==> src/rtl/spi_master_ctrl_pkg.sv <==
// Shared types and encodings for the SPI master transaction sequencer.
package spi_pkg;

  localparam int CNT_W_DEF  = 16;
  localparam int CS_NUM_DEF = 4;

  typedef enum logic [2:0] {
    ST_IDLE  = 3'd0,
    ST_CMD   = 3'd1,
    ST_ADDR  = 3'd2,
    ST_DUMMY = 3'd3,
    ST_WDATA = 3'd4,
    ST_RDATA = 3'd5,
    ST_DONE  = 3'd6
  } state_t;

  localparam logic [1:0] SEL_CMD  = 2'd0;
  localparam logic [1:0] SEL_ADDR = 2'd1;
  localparam logic [1:0] SEL_FIFO = 2'd2;

endpackage

==> src/rtl/spi_master_ctrl_if.sv <==
// Config, shifter handshake and SPI-side outputs of the transaction sequencer.
interface spi_master_ctrl_if #(
  parameter int CS_NUM = 4,
  parameter int CNT_W  = 16
);
  logic              start;
  logic [31:0]       cfg_cmd;
  logic [5:0]        cfg_cmd_len;
  logic [31:0]       cfg_addr;
  logic [5:0]        cfg_addr_len;
  logic [CNT_W-1:0]  cfg_dummy;
  logic [CNT_W-1:0]  cfg_wr_len;
  logic [CNT_W-1:0]  cfg_rd_len;
  logic              cfg_quad;
  logic [CS_NUM-1:0] cfg_csreg;
  logic              spi_edge;
  logic              tx_done;
  logic              rx_done;
  logic              tx_clk_en;
  logic              rx_clk_en;
  logic              tx_en;
  logic [CNT_W-1:0]  tx_cnt;
  logic              tx_cnt_upd;
  logic              tx_quad;
  logic [1:0]        tx_sel;
  logic [31:0]       tx_word;
  logic              rx_en;
  logic [CNT_W-1:0]  rx_cnt;
  logic              rx_cnt_upd;
  logic              rx_quad;
  logic              spi_clk_en;
  logic [CS_NUM-1:0] cs_n;
  logic              busy;
  logic              eot;

  modport master (
    input  start, cfg_cmd, cfg_cmd_len, cfg_addr, cfg_addr_len, cfg_dummy,
           cfg_wr_len, cfg_rd_len, cfg_quad, cfg_csreg, spi_edge, tx_done,
           rx_done, tx_clk_en, rx_clk_en,
    output tx_en, tx_cnt, tx_cnt_upd, tx_quad, tx_sel, tx_word, rx_en, rx_cnt,
           rx_cnt_upd, rx_quad, spi_clk_en, cs_n, busy, eot
  );

  modport slave (
    output start, cfg_cmd, cfg_cmd_len, cfg_addr, cfg_addr_len, cfg_dummy,
           cfg_wr_len, cfg_rd_len, cfg_quad, cfg_csreg, spi_edge, tx_done,
           rx_done, tx_clk_en, rx_clk_en,
    input  tx_en, tx_cnt, tx_cnt_upd, tx_quad, tx_sel, tx_word, rx_en, rx_cnt,
           rx_cnt_upd, rx_quad, spi_clk_en, cs_n, busy, eot
  );
endinterface

==> src/rtl/spi_master_ctrl_phase_sel.sv <==
// Picks the first phase after i_cur whose length is nonzero; DONE if none remain.
module spi_phase_sel
  import spi_pkg::*;
(
  input  state_t     i_cur,
  input  logic [4:0] i_nz,   // bit 0 = CMD ... bit 4 = RDATA
  output state_t     o_next
);

  always_comb begin
    o_next = ST_DONE;
    for (int i = 4; i >= 0; i--) begin
      if (i_nz[i] && ((i + 1) > int'(i_cur))) begin
        o_next = state_t'(3'(i + 1));
      end
    end
  end

endmodule

==> src/rtl/spi_master_ctrl.sv <==
// SPI master transaction sequencer: runs CMD/ADDR/DUMMY/WDATA/RDATA phases of one
// latched transaction, driving shifter enables, counts, chip-select and clock enable.
//   state | meaning
//   IDLE  | waiting for start, cs released
//   CMD   | shifting command word out
//   ADDR  | shifting address word out
//   DUMMY | free-running SPI clock for cfg_dummy edges
//   WDATA | shifting write FIFO data out
//   RDATA | shifting read data in
//   DONE  | one-cycle eot, cs released
module spi_master_ctrl
  import spi_pkg::*;
#(
  parameter int CS_NUM = CS_NUM_DEF,
  parameter int CNT_W  = CNT_W_DEF
) (
  input logic               clk,
  input logic               rstn,
  spi_master_ctrl_if.master bus
);

  state_t            r_state;
  state_t            w_next;
  state_t            w_pick;
  logic              r_entry;
  logic [CNT_W-1:0]  r_dcnt;
  logic [31:0]       r_cmd;
  logic [5:0]        r_cmd_len;
  logic [31:0]       r_addr;
  logic [5:0]        r_addr_len;
  logic [CNT_W-1:0]  r_dummy;
  logic [CNT_W-1:0]  r_wr_len;
  logic [CNT_W-1:0]  r_rd_len;
  logic              r_quad;
  logic [CS_NUM-1:0] r_csreg;
  logic [4:0]        w_nz;
  logic              w_tx_done;
  logic              w_rx_done;
  logic              w_dummy_end;

  // In IDLE the picker must see the live config, since latching happens on the same edge.
  always_comb begin
    if (r_state == ST_IDLE) begin
      w_nz = {|bus.cfg_rd_len, |bus.cfg_wr_len, |bus.cfg_dummy,
              |bus.cfg_addr_len, |bus.cfg_cmd_len};
    end else begin
      w_nz = {|r_rd_len, |r_wr_len, |r_dummy, |r_addr_len, |r_cmd_len};
    end
  end

  spi_phase_sel u_phase_sel (
    .i_cur  (r_state),
    .i_nz   (w_nz),
    .o_next (w_pick)
  );

  // Done strobes on the entry cycle precede the shifter load, so they are masked.
  assign w_tx_done   = bus.tx_done && !r_entry;
  assign w_rx_done   = bus.rx_done && !r_entry;
  assign w_dummy_end = bus.spi_edge && (r_dcnt == (r_dummy - 1'b1));

  always_comb begin
    w_next = r_state;
    case (r_state)
      ST_IDLE:  if (bus.start) w_next = w_pick;
      ST_CMD, ST_ADDR, ST_WDATA:
                if (w_tx_done) w_next = w_pick;
      ST_DUMMY: if (w_dummy_end) w_next = w_pick;
      ST_RDATA: if (w_rx_done) w_next = w_pick;
      ST_DONE:  w_next = ST_IDLE;
      default:  w_next = ST_IDLE;
    endcase
  end

  always_ff @(posedge clk or negedge rstn) begin
    if (!rstn) begin
      r_state <= ST_IDLE;
      r_entry <= 1'b0;
      r_dcnt  <= '0;
    end else begin
      r_state <= w_next;
      r_entry <= (w_next != r_state);
      if (w_next == ST_DUMMY && r_state != ST_DUMMY) begin
        r_dcnt <= '0;
      end else if (r_state == ST_DUMMY && bus.spi_edge) begin
        r_dcnt <= r_dcnt + 1'b1;
      end
    end
  end

  always_ff @(posedge clk or negedge rstn) begin
    if (!rstn) begin
      r_cmd      <= '0;
      r_cmd_len  <= '0;
      r_addr     <= '0;
      r_addr_len <= '0;
      r_dummy    <= '0;
      r_wr_len   <= '0;
      r_rd_len   <= '0;
      r_quad     <= 1'b0;
      r_csreg    <= '0;
    end else if (r_state == ST_IDLE && bus.start) begin
      r_cmd      <= bus.cfg_cmd;
      r_cmd_len  <= bus.cfg_cmd_len;
      r_addr     <= bus.cfg_addr;
      r_addr_len <= bus.cfg_addr_len;
      r_dummy    <= bus.cfg_dummy;
      r_wr_len   <= bus.cfg_wr_len;
      r_rd_len   <= bus.cfg_rd_len;
      r_quad     <= bus.cfg_quad;
      r_csreg    <= bus.cfg_csreg;
    end
  end

  logic              w_tx_en;
  logic [CNT_W-1:0]  w_tx_cnt;
  logic              w_tx_upd;
  logic              w_tx_quad;
  logic [1:0]        w_tx_sel;
  logic [31:0]       w_tx_word;
  logic              w_rx_en;
  logic [CNT_W-1:0]  w_rx_cnt;
  logic              w_rx_upd;
  logic              w_rx_quad;
  logic              w_dummy;
  logic [CS_NUM-1:0] w_cs_n;
  logic              w_eot;

  always_comb begin
    w_tx_en   = 1'b0;
    w_tx_cnt  = '0;
    w_tx_upd  = 1'b0;
    w_tx_quad = 1'b0;
    w_tx_sel  = SEL_CMD;
    w_tx_word = '0;
    w_rx_en   = 1'b0;
    w_rx_cnt  = '0;
    w_rx_upd  = 1'b0;
    w_rx_quad = 1'b0;
    w_dummy   = 1'b0;
    w_cs_n    = '1;
    w_eot     = 1'b0;
    case (r_state)
      ST_CMD: begin
        w_tx_en   = !w_tx_done;
        w_tx_upd  = r_entry;
        w_tx_cnt  = CNT_W'(r_cmd_len);
        w_tx_sel  = SEL_CMD;
        w_tx_word = r_cmd;
        w_cs_n    = ~r_csreg;
      end
      ST_ADDR: begin
        w_tx_en   = !w_tx_done;
        w_tx_upd  = r_entry;
        w_tx_cnt  = CNT_W'(r_addr_len);
        w_tx_sel  = SEL_ADDR;
        w_tx_word = r_addr;
        w_cs_n    = ~r_csreg;
      end
      ST_DUMMY: begin
        w_dummy = 1'b1;
        w_cs_n  = ~r_csreg;
      end
      ST_WDATA: begin
        w_tx_en   = !w_tx_done;
        w_tx_upd  = r_entry;
        w_tx_cnt  = r_wr_len;
        w_tx_sel  = SEL_FIFO;
        w_tx_quad = r_quad;
        w_cs_n    = ~r_csreg;
      end
      ST_RDATA: begin
        w_rx_en   = !w_rx_done;
        w_rx_upd  = r_entry;
        w_rx_cnt  = r_rd_len;
        w_rx_quad = r_quad;
        w_cs_n    = ~r_csreg;
      end
      ST_DONE: w_eot = 1'b1;
      default: ;
    endcase
  end

  assign bus.tx_en      = w_tx_en;
  assign bus.tx_cnt     = w_tx_cnt;
  assign bus.tx_cnt_upd = w_tx_upd;
  assign bus.tx_quad    = w_tx_quad;
  assign bus.tx_sel     = w_tx_sel;
  assign bus.tx_word    = w_tx_word;
  assign bus.rx_en      = w_rx_en;
  assign bus.rx_cnt     = w_rx_cnt;
  assign bus.rx_cnt_upd = w_rx_upd;
  assign bus.rx_quad    = w_rx_quad;
  assign bus.spi_clk_en = (w_tx_en & bus.tx_clk_en) | (w_rx_en & bus.rx_clk_en) | w_dummy;
  assign bus.cs_n       = w_cs_n;
  assign bus.busy       = (r_state != ST_IDLE);
  assign bus.eot        = w_eot;

endmodule

==> src/flat_wrapper.sv <==
// flat-port wrapper written by rule: the top's interface ports become plain ports
module spi_master_ctrl_flat import spi_pkg::*;
#(
  parameter int CS_NUM = CS_NUM_DEF,
  parameter int CNT_W  = CNT_W_DEF
)
  (clk, rstn, bus_start, bus_cfg_cmd, bus_cfg_cmd_len, bus_cfg_addr, bus_cfg_addr_len, bus_cfg_dummy, bus_cfg_wr_len, bus_cfg_rd_len, bus_cfg_quad, bus_cfg_csreg, bus_spi_edge, bus_tx_done, bus_rx_done, bus_tx_clk_en, bus_rx_clk_en, bus_tx_en, bus_tx_cnt, bus_tx_cnt_upd, bus_tx_quad, bus_tx_sel, bus_tx_word, bus_rx_en, bus_rx_cnt, bus_rx_cnt_upd, bus_rx_quad, bus_spi_clk_en, bus_cs_n, bus_busy, bus_eot);
  spi_master_ctrl_if #(.CS_NUM(CS_NUM), .CNT_W(CNT_W)) bus_i ();
  input logic clk;
  input logic rstn;
  input wire logic [$bits(bus_i.start)-1:0] bus_start;
  input wire logic [$bits(bus_i.cfg_cmd)-1:0] bus_cfg_cmd;
  input wire logic [$bits(bus_i.cfg_cmd_len)-1:0] bus_cfg_cmd_len;
  input wire logic [$bits(bus_i.cfg_addr)-1:0] bus_cfg_addr;
  input wire logic [$bits(bus_i.cfg_addr_len)-1:0] bus_cfg_addr_len;
  input wire logic [$bits(bus_i.cfg_dummy)-1:0] bus_cfg_dummy;
  input wire logic [$bits(bus_i.cfg_wr_len)-1:0] bus_cfg_wr_len;
  input wire logic [$bits(bus_i.cfg_rd_len)-1:0] bus_cfg_rd_len;
  input wire logic [$bits(bus_i.cfg_quad)-1:0] bus_cfg_quad;
  input wire logic [$bits(bus_i.cfg_csreg)-1:0] bus_cfg_csreg;
  input wire logic [$bits(bus_i.spi_edge)-1:0] bus_spi_edge;
  input wire logic [$bits(bus_i.tx_done)-1:0] bus_tx_done;
  input wire logic [$bits(bus_i.rx_done)-1:0] bus_rx_done;
  input wire logic [$bits(bus_i.tx_clk_en)-1:0] bus_tx_clk_en;
  input wire logic [$bits(bus_i.rx_clk_en)-1:0] bus_rx_clk_en;
  output wire logic [$bits(bus_i.tx_en)-1:0] bus_tx_en;
  output wire logic [$bits(bus_i.tx_cnt)-1:0] bus_tx_cnt;
  output wire logic [$bits(bus_i.tx_cnt_upd)-1:0] bus_tx_cnt_upd;
  output wire logic [$bits(bus_i.tx_quad)-1:0] bus_tx_quad;
  output wire logic [$bits(bus_i.tx_sel)-1:0] bus_tx_sel;
  output wire logic [$bits(bus_i.tx_word)-1:0] bus_tx_word;
  output wire logic [$bits(bus_i.rx_en)-1:0] bus_rx_en;
  output wire logic [$bits(bus_i.rx_cnt)-1:0] bus_rx_cnt;
  output wire logic [$bits(bus_i.rx_cnt_upd)-1:0] bus_rx_cnt_upd;
  output wire logic [$bits(bus_i.rx_quad)-1:0] bus_rx_quad;
  output wire logic [$bits(bus_i.spi_clk_en)-1:0] bus_spi_clk_en;
  output wire logic [$bits(bus_i.cs_n)-1:0] bus_cs_n;
  output wire logic [$bits(bus_i.busy)-1:0] bus_busy;
  output wire logic [$bits(bus_i.eot)-1:0] bus_eot;
  assign bus_i.start = bus_start;
  assign bus_i.cfg_cmd = bus_cfg_cmd;
  assign bus_i.cfg_cmd_len = bus_cfg_cmd_len;
  assign bus_i.cfg_addr = bus_cfg_addr;
  assign bus_i.cfg_addr_len = bus_cfg_addr_len;
  assign bus_i.cfg_dummy = bus_cfg_dummy;
  assign bus_i.cfg_wr_len = bus_cfg_wr_len;
  assign bus_i.cfg_rd_len = bus_cfg_rd_len;
  assign bus_i.cfg_quad = bus_cfg_quad;
  assign bus_i.cfg_csreg = bus_cfg_csreg;
  assign bus_i.spi_edge = bus_spi_edge;
  assign bus_i.tx_done = bus_tx_done;
  assign bus_i.rx_done = bus_rx_done;
  assign bus_i.tx_clk_en = bus_tx_clk_en;
  assign bus_i.rx_clk_en = bus_rx_clk_en;
  assign bus_tx_en = bus_i.tx_en;
  assign bus_tx_cnt = bus_i.tx_cnt;
  assign bus_tx_cnt_upd = bus_i.tx_cnt_upd;
  assign bus_tx_quad = bus_i.tx_quad;
  assign bus_tx_sel = bus_i.tx_sel;
  assign bus_tx_word = bus_i.tx_word;
  assign bus_rx_en = bus_i.rx_en;
  assign bus_rx_cnt = bus_i.rx_cnt;
  assign bus_rx_cnt_upd = bus_i.rx_cnt_upd;
  assign bus_rx_quad = bus_i.rx_quad;
  assign bus_spi_clk_en = bus_i.spi_clk_en;
  assign bus_cs_n = bus_i.cs_n;
  assign bus_busy = bus_i.busy;
  assign bus_eot = bus_i.eot;
  spi_master_ctrl #(.CS_NUM(CS_NUM), .CNT_W(CNT_W)) u_core (.clk(clk), .rstn(rstn), .bus(bus_i));
endmodule
==> config.mk <==
export PLATFORM = sky130hd
export DESIGN_NAME = spi_master_ctrl_flat
export DESIGN_NICKNAME = d
export VERILOG_FILES = /design/src/rtl/spi_master_ctrl_pkg.sv /design/src/rtl/spi_master_ctrl_if.sv /design/src/rtl/spi_master_ctrl_phase_sel.sv /design/src/rtl/spi_master_ctrl.sv /design/src/flat_wrapper.sv
export SDC_FILE = /design/constraint.sdc
export NUM_CORES = 1
export LEC_CHECK = 0
export ABC_AREA = 1
export CORE_UTILIZATION = 30
export CTS_CLUSTER_SIZE = 20
export DETAILED_ROUTE_END_ITERATION = 10
export HOLD_SLACK_MARGIN = 0.05
export SETUP_SLACK_MARGIN = 0.15
export SYNTH_ARGS = -nofsm -noshare
export SYNTH_HDL_FRONTEND = slang
export SYNTH_SLANG_ARGS = --single-unit
==> constraint.sdc <==
create_clock -name clk -period 2.39 [get_ports clk]
set_clock_uncertainty 0.1 [all_clocks]
set_input_delay 0.5975 -clock clk [delete_from_list [all_inputs] [get_ports clk]]
set_output_delay 0.5975 -clock clk [all_outputs]
set_load 0.05 [all_outputs]
After elaboration in Yosys (flattened, before gate mapping)
Cells that the tools add are included.

Equal/unequal tests: 10. Reductions and logical operators: 29. $lt $le $gt $ge: 5. Add/sub/neg operators: 2. Muxes and demuxes: 26. Bitwise operators: 5.

Operators by type and width (number): OR reduction 16 bit (6); one-hot mux 32 bit (2 select lines) (1); 2-to-1 mux 16 bit (3); one-hot mux 16 bit (3 select lines) (1); 2-to-1 mux 3 bit (8); OR reduction 6 bit (4); adder 16 x 1 -> 16 bit (second input constant) (1); == test 16 bit (1); subtractor 16 x 1 -> 16 bit (second input constant) (1); one-hot mux 3 bit (4 select lines) (1); logical AND 1 bit (11); == test 3 x 2 -> 1 bit (second input constant) (3); == test 3 bit (second input constant) (3); 2-to-1 mux 1 bit (8); greater-than comparator 2 x 3 -> 1 bit (first input constant) (2); greater-than comparator 3 bit (first input constant) (2); 2-to-1 mux 5 bit (1); OR reduction 5 bit (1); 2-to-1 mux 4 bit (1); inverter 4 bit (1); one-hot mux 2 bit (2 select lines) (1); == test 3 x 1 -> 1 bit (second input constant) (1); greater-than comparator 1 x 3 -> 1 bit (first input constant) (1); logical NOT 1 bit (3); other kinds (9) (11).

Output and inout port bits: 79. Flip-flop bits (word level): 149. Bits of input ports: 137. Word-level logic and storage cells: 89.

Depth between registers and ports, before layout
Gate-level depths: netlist (run 1).

Word-level depth: 13. Mapped depth: 18. Gate-level depth less buffers: 18.

By module
Synthesis (run 1) repeated with hierarchy kept, for this count alone.

Cells, all modules: 892. Area, all modules: 7863.8 µm².

Modules (own cells, without submodules): spi_master_ctrl (area each 7770.0 µm², cells an instance 872, instances 1, seq. area each 3728.6 µm²); spi_phase_sel (area each 93.8 µm², cells an instance 20, instances 1, seq. area each 0.0 µm²).

Worst setup path before layout (run 1)
OpenSTA, ideal clock, no wires.

Path kind: reg-to-output. Start: reg u_core.r_state[0]. End: out bus_tx_word[11]. Arrival time: 2.054 ns. Data required time: 1.692 ns. Cell stages (with the launch flop): 5. Buffers on the path: 2. Path slack: -0.361 ns. Cells stage by stage: dfrtp_1 > buf_4 > nor3_2 > clkbuf_1 > a22o_1.

Word-level cells in the longest chain between the ends: 2. Elaborated cells between the ends (all ways): 3. Classes of those cells: eq/ne (2); mux (1).

Ends and longest elaborated chain: start, declared (line spi_master_ctrl.sv:22) `state_t r_state;`; start signal, assigned (line spi_master_ctrl.sv:81) `r_state <= w_next;`; == test 3 x 2 -> 1 bit or == test 3 x 1 -> 1 bit (tied branches) (line spi_master_ctrl.sv:143) `case (r_state)`; one-hot mux 32 bit (2 select lines) * (line spi_master_ctrl.sv:143); end, declared (line flat_wrapper.sv:31) `output wire logic [$bits(bus_i.tx_word)-1:0] bus_tx_word;`.

Every way passes the cells marked *; elsewhere a longest branch is shown, timed or not.

Worst setup path in the final report (run 1)
Start: reg u_core.r_state[2]. End: out bus_spi_clk_en.

Word-level cells in the longest chain between the ends: 6. Elaborated cells between the ends (all ways): 13. Classes of those cells: eq/ne (5); mux (3); bitwise (4); reduce/logical (1).

Ends and longest elaborated chain: == test 3 x 1 -> 1 bit (tied with other cells) (line spi_master_ctrl.sv:143); OR reduction 3 bit (no source line); 2-to-1 mux 1 bit; AND 1 bit (line spi_master_ctrl.sv:194) `assign bus.spi_clk_en = (w_tx_en & bus.tx_clk_en) | (w_rx_en & bus.rx_clk_en) | w_dummy;`; OR 1 bit (line spi_master_ctrl.sv:194); OR 1 bit * (line spi_master_ctrl.sv:194); end, declared (line flat_wrapper.sv:36) `output wire logic [$bits(bus_i.spi_clk_en)-1:0] bus_spi_clk_en;`.

Marked as above.

==> results of run 1 <==
==> critical path: stages (launching register included) <==
cell and delay (ns):
dfrtp_2 0.45, inv_2 0.10, nor2_4 0.06, nand2_4 0.11, nand3_4 0.12, nand2_4 0.09
clkinvlp_4 0.07, a221o_2 0.36, buf_12 0.16
==> state kept, by name, summed over array words and instances, names as in the netlist <==
name / count
u_core.r_addr: 32
u_core.r_addr_len: 6
u_core.r_cmd: 32
u_core.r_cmd_len: 6
u_core.r_csreg: 4
u_core.r_dcnt: 16
u_core.r_dummy: 16
u_core.r_entry: 1
u_core.r_quad: 1
u_core.r_rd_len: 16
u_core.r_state: 3
u_core.r_wr_len: 16
==> final cells by class <==
| class | instances | area (um2) | share of cell area |
|---|---|---|---|
| Inverter | 101 | 398 | 0.0292 |
| Tap cell | 330 | 413 | 0.0303 |
| Clock buffer | 17 | 425 | 0.0312 |
| Clock inverter | 14 | 189 | 0.0138 |
| Sequential cell | 149 | 3730 | 0.273 |
| Timing Repair Buffer | 348 | 4310 | 0.316 |
| Multi-Input combinational cell | 762 | 4180 | 0.306 |
==> what timing repair did <==
action	CTS	global route
hold endpoints to repair	18	0
cloned	6	5
setup endpoints to repair	97	214
resized for setup	105	39
hold buffers	1	0
setup buffers	23	6
pin swaps	30	19
==> per-layer routing <==
| layer | up-vias | share of wire |
|---|---|---|
| met5 | - | 0.00048 |
| met4 | 2 | 0.014 |
| met3 | 25 | 0.077 |
| met2 | 244 | 0.47 |
| met1 | 3662 | 0.44 |
| li1 | 3941 | - |
==> Yosys cell counts <==
master / instances
a21boi_0: 1
a21o_1: 1
a21oi_1: 2
a21oi_4: 2
a221o_1: 1
a22o_1: 32
a31oi_1: 1
buf_1: 4
buf_2: 1
buf_4: 1
buf_6: 1
clkbuf_1: 32
clkinv_1: 2
dfrtp_1: 149
ha_1: 2
inv_1: 95
inv_2: 3
inv_4: 1
mux2i_1: 1
nand2_1: 424
nand2_2: 2
nand3_1: 47
nand3_2: 1
nand3b_1: 4
nand4_1: 7
nor2_1: 127
nor2_2: 15
nor2_4: 2
nor3_1: 4
nor3_2: 1
nor4_1: 1
nor4_4: 1
o211ai_1: 6
o21ai_0: 53
or2_2: 1
xnor2_1: 6
xor2_1: 17
==> power breakdown <==
part | total [uW] | switching [uW] | leakage (uW) | internal (uW)
registers | 4410 | 807 | 0.00187 | 3610
logic | 10600 | 5790 | 0.00435 | 4800
clock network | 2840 | 1160 | 0.000296 | 1670
total | 17800 | 7760 | 0.00651 | 10100
==> logic make-up after synthesis <==
| kind of cell | after synthesis | share of synthesized area |
|---|---|---|
| adders and majority gates | 2 | 0.00323 |
| and+or+nand+nor | 637 | 0.333 |
| AOI/OAI and AO/OA | 99 | 0.0857 |
| buffers and inverters | 140 | 0.0697 |
| DFF | 149 | 0.481 |
| muxes | 1 | 0.00129 |
| xor gates and xnor gates | 23 | 0.0260 |
==> path summary, 6_finish.rpt <==
kind,start,end,slack [ns],depth (start not counted)
worst max register to register,u_core.r_state[0],u_core.r_dcnt[12],-0.11,16
max in group asynchronous,rstn,u_core.r_addr[5],0.82,3
worst max-delay path,u_core.r_state[2],bus_spi_clk_en,-0.26,8
worst min-delay path,u_core.r_csreg[1],u_core.r_csreg[1],0.38,2
min in group asynchronous,rstn,u_core.r_cmd[30],0.58,2
worst min register to register,u_core.r_csreg[1],u_core.r_csreg[1],0.38,2
==> per-stage QoR <==
stage / setup slack [ns] / std cells / hold slack (ns) / setup TNS (ns) / power [uW]
after floorplan: 0.00101 / 1051 / 0.202 / 0 / 9280
final: -0.259 / 1721 / 0.377 / -14.68 / 17800
after CTS: -0.273 / 1710 / 0.383 / -16.16 / 17400
after detailed placement: -0.422 / 1649 / 0.366 / -7.42 / 13100
after global placement: -0.393 / 1649 / 0.363 / -7.01 / 13000
after global routing: -0.333 / 1721 / 0.413 / -23.69 / 19000
==> run summary, run 1 <==
Share of cells above drive strength 1: 0.278
Worst Max-Slew Pin Slew: 0.543 ns
#FFs+latches synth: 149
GRT Total Usage: 0.200
Avg Inst Size Synth: 7.37 um2
CP startpoint kind: flip-flop
TritonCTS clock tree: built
Crit Path Category: reg -> out
Failing checks: negative setup slack
First-pass GRT wire length: 41.0 mm
Leakage: 0.00651 uW
Post-Route Utilization: 0.540
I/O pin cnt: 216
Final WL: 27.0 mm
# Max-Cap Violations: 0
GRT met1 Usage: 0.256
Die area: 26500 um2
Port bufs: 215
Final worst path period share: 1.11
Most frequent cells in the layout: 410 x nand2_1, 146 x dfrtp_1, 135 x clkdlybuf4s50_1
CTS Buf Count: 17
Largest net degree at the start of global routing: 152
Status: finished with violations
Synth cell types: 37
Area growth, synth to finish: 76.1%
Initial antenna violation count: 1
Initial DRC count: 481
Gpl congestion: 0.862
Synthesis Warnings: 0
GRT met2 Usage: 0.320
Seq/Total Area, Yosys: 0.481
Synth top area share: 0.481
First drt pass iteration count: 7
Via count: 7874
Chip width: 163 um
Number of diodes: 0
GRT busiest layer: met2
GRT overflow: 0
Synthesized cell area: 7750 um2
Peak VDD IR: 0.000765 V
Worst Setup End Kind: output port
Core ar.: 25300 um2
Max Clk Rate: 378 MHz
Die height: 163 um
H-tree depth: 4
Vias in the first global route: 7738
CP Max Fanout: 4
Area after DPL: 11900 um2
Period minus WS final: 2.65 ns
Worst hold path type: reg -> reg
PnR worst setup slack: -0.259 ns
DR DRC count: 0
WP data arrival: 1.95 ns
CTS max path bufs: 2
CTS Root Cell: clkbuf_16
RSZ-0062 raised after global routing: true
Routed Antenna Nets: 0
Slew Viols, Final: 0
Syn Inst Count: 1051
CTS clk-pin slew, worst paths: 0.06 ns
Met3 Use GR: 0.0680
Starting Density: 0.307
Post-synthesis net count: 1190
Post-DP HPWL: 17.3 mm
Req. time, crit path: 1.69 ns
Final net count: 1518
Cell row count: 58
Filler cell count: 2288
Clock Sinks: 149
Commonest non-fill, non-tap cell in the layout: nand2_1
Final instance area: 13600 um2
Top cells by area, synth: dfrtp_1 48%, nand2_1 21%, nor2_1 6.2%, inv_1 4.6%, a22o_1 3.6%
Vias per cell: 4.58
Pwr Density: 1310 nW/um2
Post-synthesis cell type with the largest combined area: dfrtp_1
Slew Limit Headroom: 0.638
Final setup violation count: 85
Final hold vios: 0
Wire per inst: 15.7 um
Clock latency on the worst-skew pair: 0.42 ns
Note: power is estimated with default switching activity, not from simulation.
==> run 2, diff against run 1 <==
CAP_MARGIN = 25   (was not set)
==> results of run 2 <==
Final layout, timing and power as in run 1 (identical DEF).
==> run 3, diff against run 2 <==
SLEW_MARGIN = 20   (was not set)
==> results of run 3 <==
Final layout, timing and power as in run 1 (identical DEF).
